File: config.mk
export PLATFORM = sky130hd
export DESIGN_NAME = if_stage
export DESIGN_NICKNAME = d
export VERILOG_FILES = /design/src/rtl/if_stage_pkg.sv /design/src/rtl/if_stage_ifid_reg.sv /design/src/rtl/if_stage.sv
export SDC_FILE = /design/constraint.sdc
export NUM_CORES = 1
export LEC_CHECK = 0
export BUFFER_PORTS_ARGS = -buffer_cell sky130_fd_sc_hd__buf_4
export CAP_MARGIN = 20
export CORE_ASPECT_RATIO = 0.6
export CORE_UTILIZATION = 35
export CTS_CLUSTER_DIAMETER = 30
export DETAILED_ROUTE_END_ITERATION = 10
export PLACE_DENSITY = 0.6
export SLEW_MARGIN = 20
export SYNTH_ARGS = -nofsm -noshare
export SYNTH_HDL_FRONTEND = slang
export SYNTH_SLANG_ARGS = --single-unit
export TNS_END_PERCENT = 50
File: constraint.sdc
create_clock -name clk -period 6.35 [get_ports clk]
set_input_delay 0.9525 -clock clk [delete_from_list [all_inputs] [get_ports clk]]
set_output_delay 0.9525 -clock clk [all_outputs]
set_load 0.05 [all_outputs]
File: src/rtl/if_stage_pkg.sv
// Shared pipeline package: NOP encoding, fetch FSM state type and the
// default reset PC used by the instruction fetch stage.
package if_stage_pkg;

  // addi x0, x0, 0
  localparam logic [31:0] NOP = 32'h0000_0013;

  localparam logic [31:0] DEFAULT_RESET_PC = 32'h0000_0000;

  // REQ   : request presented to instruction memory, waiting for grant
  // WAIT  : request granted, waiting for read data
  // FULL  : data arrived while decode was stalled, held in the buffer
  // DRAIN : response still owed for a fetch killed by a redirect
  typedef enum logic [1:0] {
    S_REQ,
    S_WAIT,
    S_FULL,
    S_DRAIN
  } fetch_state_e;

endpackage

File: src/rtl/if_stage_ifid_reg.sv
// IF/ID pipeline register.
//   flush   : redirect; drop contents (valid=0, inst=NOP, pc kept)
//   load    : capture a delivered instruction and its PC
//   hold    : decode stall; keep everything
//   none    : bubble (valid=0, inst=NOP, pc kept)
// Priority: flush > load > hold > bubble.
module ifid_reg
  import if_stage_pkg::*;
(
  input  logic        clk,
  input  logic        rst,
  input  logic        flush,
  input  logic        load,
  input  logic        hold,
  input  logic [31:0] inst_d,
  input  logic [31:0] pc_d,
  output logic [31:0] inst_o,
  output logic [31:0] pc_o,
  output logic        valid_o
);

  always_ff @(posedge clk or posedge rst) begin
    if (rst) begin
      inst_o  <= NOP;
      pc_o    <= '0;
      valid_o <= 1'b0;
    end else if (flush) begin
      inst_o  <= NOP;
      valid_o <= 1'b0;
    end else if (load) begin
      inst_o  <= inst_d;
      pc_o    <= pc_d;
      valid_o <= 1'b1;
    end else if (!hold) begin
      inst_o  <= NOP;
      valid_o <= 1'b0;
    end
  end

endmodule

File: src/rtl/if_stage.sv
// Instruction fetch stage with a single outstanding memory request.
//   clk, rst                     : clock, async active-high reset
//   imem_req_o / imem_addr_o     : fetch request and word-aligned address
//   imem_gnt_i                   : memory accepted the request
//   imem_rvalid_i / imem_rdata_i : read response
//   stall_i                      : decode hold
//   redirect_i / redirect_pc_i   : taken branch/jump, flush and refetch
//   inst_o / pc_o / valid_o      : IF/ID register contents
module if_stage
  import if_stage_pkg::*;
#(
  parameter logic [31:0] RESET_PC = DEFAULT_RESET_PC
) (
  input  logic        clk,
  input  logic        rst,
  output logic        imem_req_o,
  output logic [31:0] imem_addr_o,
  input  logic        imem_gnt_i,
  input  logic        imem_rvalid_i,
  input  logic [31:0] imem_rdata_i,
  input  logic        stall_i,
  input  logic        redirect_i,
  input  logic [31:0] redirect_pc_i,
  output logic [31:0] inst_o,
  output logic [31:0] pc_o,
  output logic        valid_o
);

  fetch_state_e state_q;
  logic [31:0]  pc_q;
  logic [31:0]  fetch_pc_q;
  logic [31:0]  buffer_q;
  logic         load;
  logic [31:0]  load_inst;

  // Target is forced word-aligned; the low bits are intentionally dropped.
  logic unused_redirect_lsb;
  assign unused_redirect_lsb = ^redirect_pc_i[1:0];

  assign imem_req_o  = (state_q == S_REQ);
  assign imem_addr_o = pc_q;

  always_comb begin
    load      = 1'b0;
    load_inst = imem_rdata_i;
    if (!redirect_i && !stall_i) begin
      case (state_q)
        S_WAIT: load = imem_rvalid_i;
        S_FULL: begin
          load      = 1'b1;
          load_inst = buffer_q;
        end
        default: load = 1'b0;
      endcase
    end
  end

  always_ff @(posedge clk or posedge rst) begin
    if (rst) begin
      state_q    <= S_REQ;
      pc_q       <= RESET_PC;
      fetch_pc_q <= '0;
      buffer_q   <= NOP;
    end else if (redirect_i) begin
      pc_q <= {redirect_pc_i[31:2], 2'b00};
      // A request already granted still owes a response; drain it.
      case (state_q)
        S_REQ:   state_q <= imem_gnt_i    ? S_DRAIN : S_REQ;
        S_WAIT:  state_q <= imem_rvalid_i ? S_REQ   : S_DRAIN;
        S_FULL:  state_q <= S_REQ;
        S_DRAIN: state_q <= imem_rvalid_i ? S_REQ   : S_DRAIN;
        default: state_q <= S_REQ;
      endcase
    end else begin
      case (state_q)
        S_REQ: begin
          if (imem_gnt_i) begin
            fetch_pc_q <= pc_q;
            pc_q       <= pc_q + 32'd4;
            state_q    <= S_WAIT;
          end
        end
        S_WAIT: begin
          if (imem_rvalid_i) begin
            if (stall_i) begin
              buffer_q <= imem_rdata_i;
              state_q  <= S_FULL;
            end else begin
              state_q  <= S_REQ;
            end
          end
        end
        S_FULL: begin
          if (!stall_i) state_q <= S_REQ;
        end
        S_DRAIN: begin
          if (imem_rvalid_i) state_q <= S_REQ;
        end
        default: state_q <= S_REQ;
      endcase
    end
  end

  ifid_reg u_ifid (
    .clk     (clk),
    .rst     (rst),
    .flush   (redirect_i),
    .load    (load),
    .hold    (stall_i),
    .inst_d  (load_inst),
    .pc_d    (fetch_pc_q),
    .inst_o  (inst_o),
    .pc_o    (pc_o),
    .valid_o (valid_o)
  );

endmodule

==> results of run 1 <==
==> worst max-delay path by stage <==
stage                           from           end  slack [ns]  depth (start not counted)
after floorplan                  rst  buffer_q[10]        1.17                          1
final                     redirect_i  buffer_q[21]        3.49                          5
after global placement    redirect_i  buffer_q[27]        3.01                          5
after global routing      redirect_i  buffer_q[21]        3.28                          5
after detailed placement  redirect_i  buffer_q[21]        2.98                          5
after CTS                 redirect_i  buffer_q[21]        3.43                          5
==> cells in the final DEF (no fill, tap or decap), drive strengths merged <==
cell type,count
a21o,1
a21oi,4
a221oi,3
and2,2
and3,2
and4,4
buf,166
bufinv,3
clkbuf,18
clkinv,5
clkinvlp,4
conb,4
dfrtp,151
dfstp,6
ha,6
inv,13
mux2,59
mux2i,32
nand2,169
nand3,11
nand3b,1
nand4,4
nor2,13
nor2b,1
nor3,9
nor4,5
o21a,2
o21ai,63
o22ai,1
or2,1
or3,2
or4,1
xnor2,24
xor2,5
==> per-stage QoR <==
stage	cell area [um2]	power, uW	setup WS [ns]	hold WS, ns	utilization, %
after floorplan	6880	2380	1.17	0.433	-
after global placement	8300	2750	3.01	0.445	43.4
after detailed placement	8300	2770	2.98	0.450	43.4
after CTS	8880	3810	3.43	0.462	46.4
after global routing	8880	3970	3.28	0.480	46.4
final	8880	3760	3.49	0.461	46.4
==> power by group <==
part | leakage (uW) | internal, uW | switching (uW) | total, uW
clock | 0.000273 | 611 | 415 | 1030
combinational | 0.00199 | 455 | 774 | 1230
sequential | 0.00198 | 1320 | 183 | 1510
==> area by class of cell <==
class                           instances  area share [%]
Clock inverter                         12            1.68
Tap cell                              266            3.75
Multi-Input combinational cell        429            30.8
Clock buffer                           18            4.83
Timing Repair Buffer                  166            14.0
Sequential cell                       157            44.3
Inverter                               13           0.606
==> routing by layer <==
metal / wire (um) / vias up / GRT usage (%)
li1: - / 2411 / -
met1: 8690 / 2457 / 25.7
met2: 6860 / 121 / 24.2
met3: 1060 / 11 / 5.74
met4: 106 / 0 / 4.33
met5: 0 / - / 0
==> tightest hold or removal path: cells and delay by family (launching register included) <==
kind,cells,cell delay [ns]
DFF,1,0.34
and+or+nand+nor,2,0.10
==> sequential cells by signal, summed over array words and instances, names as in the netlist <==
signal	flops
buffer_q	32
u_ifid.inst_o	32
fetch_pc_q	30
imem_addr_o	30
u_ifid.pc_o	30
state_q	2
u_ifid.valid_o	1
==> kinds of logic (layout without fill, tap and decap cells) <==
kind of cell	count (synthesis)	in the layout	synth area share (%)
DFF	157	157	57.3
xor gates and xnor gates	29	29	3.70
AOI/OAI and AO/OA	74	74	5.69
muxes	91	91	14.3
other	1	4	0.0546
and+or+nand+nor	225	225	14.6
adders and majority gates	6	6	1.09
buffers and inverters	50	209	3.23
==> results.py, run 1 <==
metrics = {
    "synthesis": {
        "ys_warn_count": 0,
        "yosysMostFrequentCell": "nand2_1",
        "synthFlopType": "dfrtp_1",
        "yosysTopAreaCellShare_pct": 55.0,
        "async_flop_share_pct": 100,
        "ys_seq_elements": 157,
        "syn_area_mm2": 0.00687,
        "synthTopCellsByArea": "dfrtp_1 55%, mux2_2 9.7%, nand2_1 9.2%, mux2i_1 4.7%, o21ai_0 3.9%",
        "synth_top_area_cell": "dfrtp_1",
        "syn_inst": 633,
        "avgSynthCellArea_um2": 10.8,
        "synth_edf_count": 0,
        "seq_area_frac_synth_pct": 57.3,
        "synth.top_cells.by_count": "169 x nand2_1, 151 x dfrtp_1, 59 x mux2_2, 53 x o21ai_0, 32 x mux2i_1",
        "ys_types": 39,
    },
    "detailed_routing": {
        "drt_iter0_drc": 267,
        "vias": 5000,
        "drc": 0,
        "via_per_inst": 4.71,
        "routed_wl_um": 16700,
        "wl_per_cell_um": 15.8,
        "drtPass1Iterations": 4,
        "ant_nets": 0,
    },
    "power_and_ir_drop": {
        "powerDensity_mw_per_mm2": 424,
        "ir_drop_v": 0.000244,
        "p_leak_uw": 0.00424,
    },
    "worst_setup_path": {
        "r2r_cells": 7,
        "critical_path.top_delay_family": "simple AND/OR/NAND/NOR gates",
        "path_class": "in2reg",
        "required_ns": 6.65,
        "start_kind": "input pin",
        "r2r_slack_ns": 3.91,
        "reg2reg_from": "state_q[1]",
        "cpPeakStageDelay_ns": 0.76,
        "path_buf_inv": 2,
        "crit_top_cell": "buf_4",
        "r2r-end": "imem_addr_o[24]",
        "end_kind": "flip-flop",
        "cp_max_fo": 64,
        "arrival_ns": 3.16,
        "crit_slowest_cell": "nand3_2",
        "path_cells": "buf_4, nor2b_2, buf_4, nand3_2, mux2_2",
    },
    "global_routing": {
        "antenna_found_initial": 0,
        "overflow": 0,
        "grt_max_degree": 101,
        "grt_util_all_layers_pct": 17.4,
        "grt_pass1_vias": 4908,
        "grt_pass1_wl_um": 27100,
    },
    "timing": {
        "min_period_ns": 2.86,
        "worst_pin_slew_ns": 0.925,
        "fmax_mhz": 350,
        "slew_headroom_pct": 38.3,
        "rsz0062_at_grt": "false",
        "fin_crit_sh_pct": 45.0,
        "fin_tns_setup_ns": 0,
        "hold_violations": 0,
        "slew_viol_final": 0,
        "finClkSkew_ns": 0.00848,
        "setup_viol": 0,
    },
    "flow_run": {
        "drv_cap": 0,
    },
    "cts": {
        "cts_buffers": 17,
        "root_buffer": "clkbuf_16",
        "cts_post_setup_buffers_inserted": 0,
        "cts_tree": "done",
        "clk_pin_slew_worst_paths_ns": 0.06,
        "ctsHoldBuffers": 0,
        "h-tree-depth": 4,
        "worstSkewPairLatency_ns": 0.42,
        "cts_max_path_buffers": 2,
        "cts_resized": 0,
        "cts_sinks": 157,
    },
    "die": {
        "fp.dieW_um": 183,
        "die_h_um": 110,
        "fp.coreArea_mm2": 0.0191,
        "initial_utilization_pct": 35.9,
        "die-area_mm2": 0.0202,
        "io_pins": 168,
        "fp-row-count": 39,
    },
    "hold_path": {
        "hp-start": "fetch_pc_q[7]",
        "whs_path_depth": 2,
        "hold_end": "u_ifid.pc_o[7]",
        "worstHoldPathType": "reg2reg",
    },
    "cells_and_area": {
        "final_cells": 1061,
        "seq_area_mm2": 0.00394,
        "num_antenna_cells": 0,
        "area_growth_pct": 29.3,
        "fill_cells": 1853,
        "nets": 860,
        "multi_input_area_mm2": 0.00273,
        "drive_above_1_share_pct": 34.5,
    },
    "placement": {
        "io_buffers": 161,
        "place.gp.congestion": 0.761,
        "numPlacedInstances": 1031,
        "dp_hpwl_um": 11000,
    },
    "run_status": {
        "status": "complete, no violations",
    },
}
Note: power is estimated with default switching activity, not from simulation.
==> run 2, diff against run 1 <==
--- a/config.mk
+++ b/config.mk
@@ -11,7 +11,7 @@
 export CORE_UTILIZATION = 35
 export CTS_CLUSTER_DIAMETER = 30
 export DETAILED_ROUTE_END_ITERATION = 10
-export PLACE_DENSITY = 0.6
+export PLACE_DENSITY = 0.62
 export SLEW_MARGIN = 20
 export SYNTH_ARGS = -nofsm -noshare
 export SYNTH_HDL_FRONTEND = slang
==> constraint.sdc (replaced) <==
create_clock -name clk -period 2.35 [get_ports clk]
set_input_delay 0.3525 -clock clk [delete_from_list [all_inputs] [get_ports clk]]
set_output_delay 0.3525 -clock clk [all_outputs]
set_load 0.05 [all_outputs]
==> run 2 against run 1 <==
Effect of this change:
- wire length grew 1.6%
- sequential power grew to 2.7 times the previous value
- worst hold slack lost 0.33 ns
- utilization up 0.86 points
- clock power rose to 2.8 times the previous value
- non-clock buffer count grew 9
- critical path depth up 2
- final cell count grew 0.94%
- setup slack worse by 3.3 ns
- register-to-register slack lost 3.7 ns
==> results.py, run 2 (synthesized netlist as in run 1, its figures left out) <==
metrics = {
    "run_status": {
        "status": "complete, no violations",
    },
    "cts": {
        "worstSkewPairLatency_ns": 0.43,
        "cts_tree": "done",
        "root_buffer": "clkbuf_16",
        "cts_buffers": 17,
        "clk_pin_slew_worst_paths_ns": 0.07,
        "cts_post_setup_buffers_inserted": 0,
        "cts_max_path_buffers": 2,
        "cts_sinks": 157,
        "h-tree-depth": 4,
    },
    "cells_and_area": {
        "fill_cells": 1829,
        "num_antenna_cells": 0,
        "area_growth_pct": 31.7,
        "multi_input_area_mm2": 0.00274,
        "final_cells": 1071,
        "drive_above_1_share_pct": 35.4,
        "top_regs": "buffer_q x32, u_ifid.inst_o x32",
        "nets": 869,
        "seq_area_mm2": 0.00394,
        "final_cell_mix": "169 x nand2_1, 169 x buf_4, 151 x dfrtp_1, 59 x mux2_2, 53 x o21ai_0",
    },
    "worst_setup_path": {
        "start_kind": "flip-flop",
        "crit_slowest_cell": "or3_1",
        "path_class": "reg2reg",
        "reg2reg_from": "state_q[0]",
        "r2r-end": "imem_addr_o[27]",
        "arrival_ns": 2.48,
        "end_kind": "flip-flop",
        "r2r_slack_ns": 0.18,
        "cp_max_fo": 7,
        "required_ns": 2.65,
        "critical_path.top_delay_family": "simple AND/OR/NAND/NOR gates",
        "path_buf_inv": 1,
        "path_cells": "inv_1, ha_2, nand4_2, or3_1, nor4_2, xnor2_1, o21ai_1",
        "r2r_cells": 7,
        "cpPeakStageDelay_ns": 0.57,
    },
    "detailed_routing": {
        "via_per_inst": 4.69,
        "routed_wl_um": 17000,
        "drtPass1Iterations": 4,
        "drc": 0,
        "wl_per_cell_um": 15.9,
        "ant_nets": 0,
        "vias": 5021,
        "drt_iter0_drc": 271,
    },
    "die": {
        "fp.dieW_um": 183,
        "die_h_um": 110,
        "fp.coreArea_mm2": 0.0191,
        "io_pins": 168,
        "fp-row-count": 39,
        "initial_utilization_pct": 35.9,
        "die-area_mm2": 0.0202,
    },
    "timing": {
        "fin_tns_setup_ns": 0,
        "finClkSkew_ns": 0.00915,
        "min_period_ns": 2.17,
        "slew_headroom_pct": 57.7,
        "fmax_mhz": 460,
        "hold_violations": 0,
        "worst_pin_slew_ns": 0.633,
        "slew_viol_final": 0,
        "fin_crit_sh_pct": 92.5,
        "rsz0062_at_grt": "false",
        "setup_viol": 0,
    },
    "placement": {
        "io_buffers": 161,
        "numPlacedInstances": 1039,
        "dp_hpwl_um": 11700,
        "place.gp.congestion": 0.772,
    },
    "flow_run": {
        "drv_cap": 0,
    },
    "global_routing": {
        "grt_pass1_wl_um": 27600,
        "grt_max_degree": 90,
        "grt_pass1_vias": 5008,
        "overflow": 0,
        "antenna_found_initial": 0,
        "grt_util_all_layers_pct": 18.0,
    },
    "hold_path": {
        "worstHoldPathType": "in2reg",
        "whs_path_depth": 3,
        "hold_end": "imem_addr_o[25]",
        "hp-start": "redirect_pc_i[25]",
    },
    "power_and_ir_drop": {
        "p_leak_uw": 0.00432,
        "ir_drop_v": 0.000768,
        "powerDensity_mw_per_mm2": 1140,
    },
}
## run 2: cell count changes in the layout (fill, tap and decap cells not counted), sizes merged
cell         change
dlygate4sd3      +1
clkinv           +2
bufinv           +1
clkinvlp         -1
buf              +8
inv              -1
## run 2: final cells by class
type	instances	area share [%]
Sequential cell	157	43.5
Inverter	13	0.581
Timing Repair Buffer	175	15.2
Clock buffer	18	4.75
Multi-Input combinational cell	429	30.3
Tap cell	266	3.68
Clock inverter	13	1.92
## run 2: worst max path at each step
stage	cells past startpoint	to	from
2_1_floorplan	7	imem_addr_o[23]	state_q[0]
3_3_place_gp	7	imem_addr_o[23]	state_q[0]
3_5_place_dp	7	imem_addr_o[23]	state_q[1]
4_1_cts	7	imem_addr_o[23]	state_q[1]
5_1_grt	7	imem_addr_o[27]	state_q[0]
6_report	7	imem_addr_o[27]	state_q[0]
## run 2: tightest hold or removal path, stage by stage
cell,delay (ns)
buf_4,0.08
nand2_1,0.04
o21ai_0,0.05
## run 2: where the power goes
group / internal, uW / switching (uW) / leakage (uW) / total (uW)
Sequential: 3580 / 501 / 0.00198 / 4080
Clock: 1760 / 1080 / 0.000295 / 2840
Combinational: 1270 / 2120 / 0.00205 / 3390
## run 2: stage by stage
stage	worst slack (ns)	cell area (um2)	util [%]	hold WS, ns	power, uW
after global routing	0.0481	9040	47.3	0.116	10900
after CTS	0.0569	9030	47.2	0.113	10400
final	0.176	9040	47.3	0.134	10300
after detailed placement	0.0639	8420	44.0	0.300	7550
after floorplan	-0.144	6880	-	0.433	6430
after global placement	0.103	8420	44.0	0.300	7470
## run 2: repair_timing
item / in CTS / in global routing
hold buffers: 1 / 0
setup endpoints to repair: 0 / 5
hold endpoints to repair: 6 / 0
gates resized for setup: 0 / 2
## run 2: per-layer routing
metal | vias to the layer above | part of all wire (%) | global-route usage, %
met4 | 0 | 1.0 | 6.00
met1 | 2423 | 51 | 26.9
met3 | 15 | 6.8 | 5.18
met2 | 132 | 41 | 24.6
li1 | 2451 | - | -
met5 | - | 0 | 0
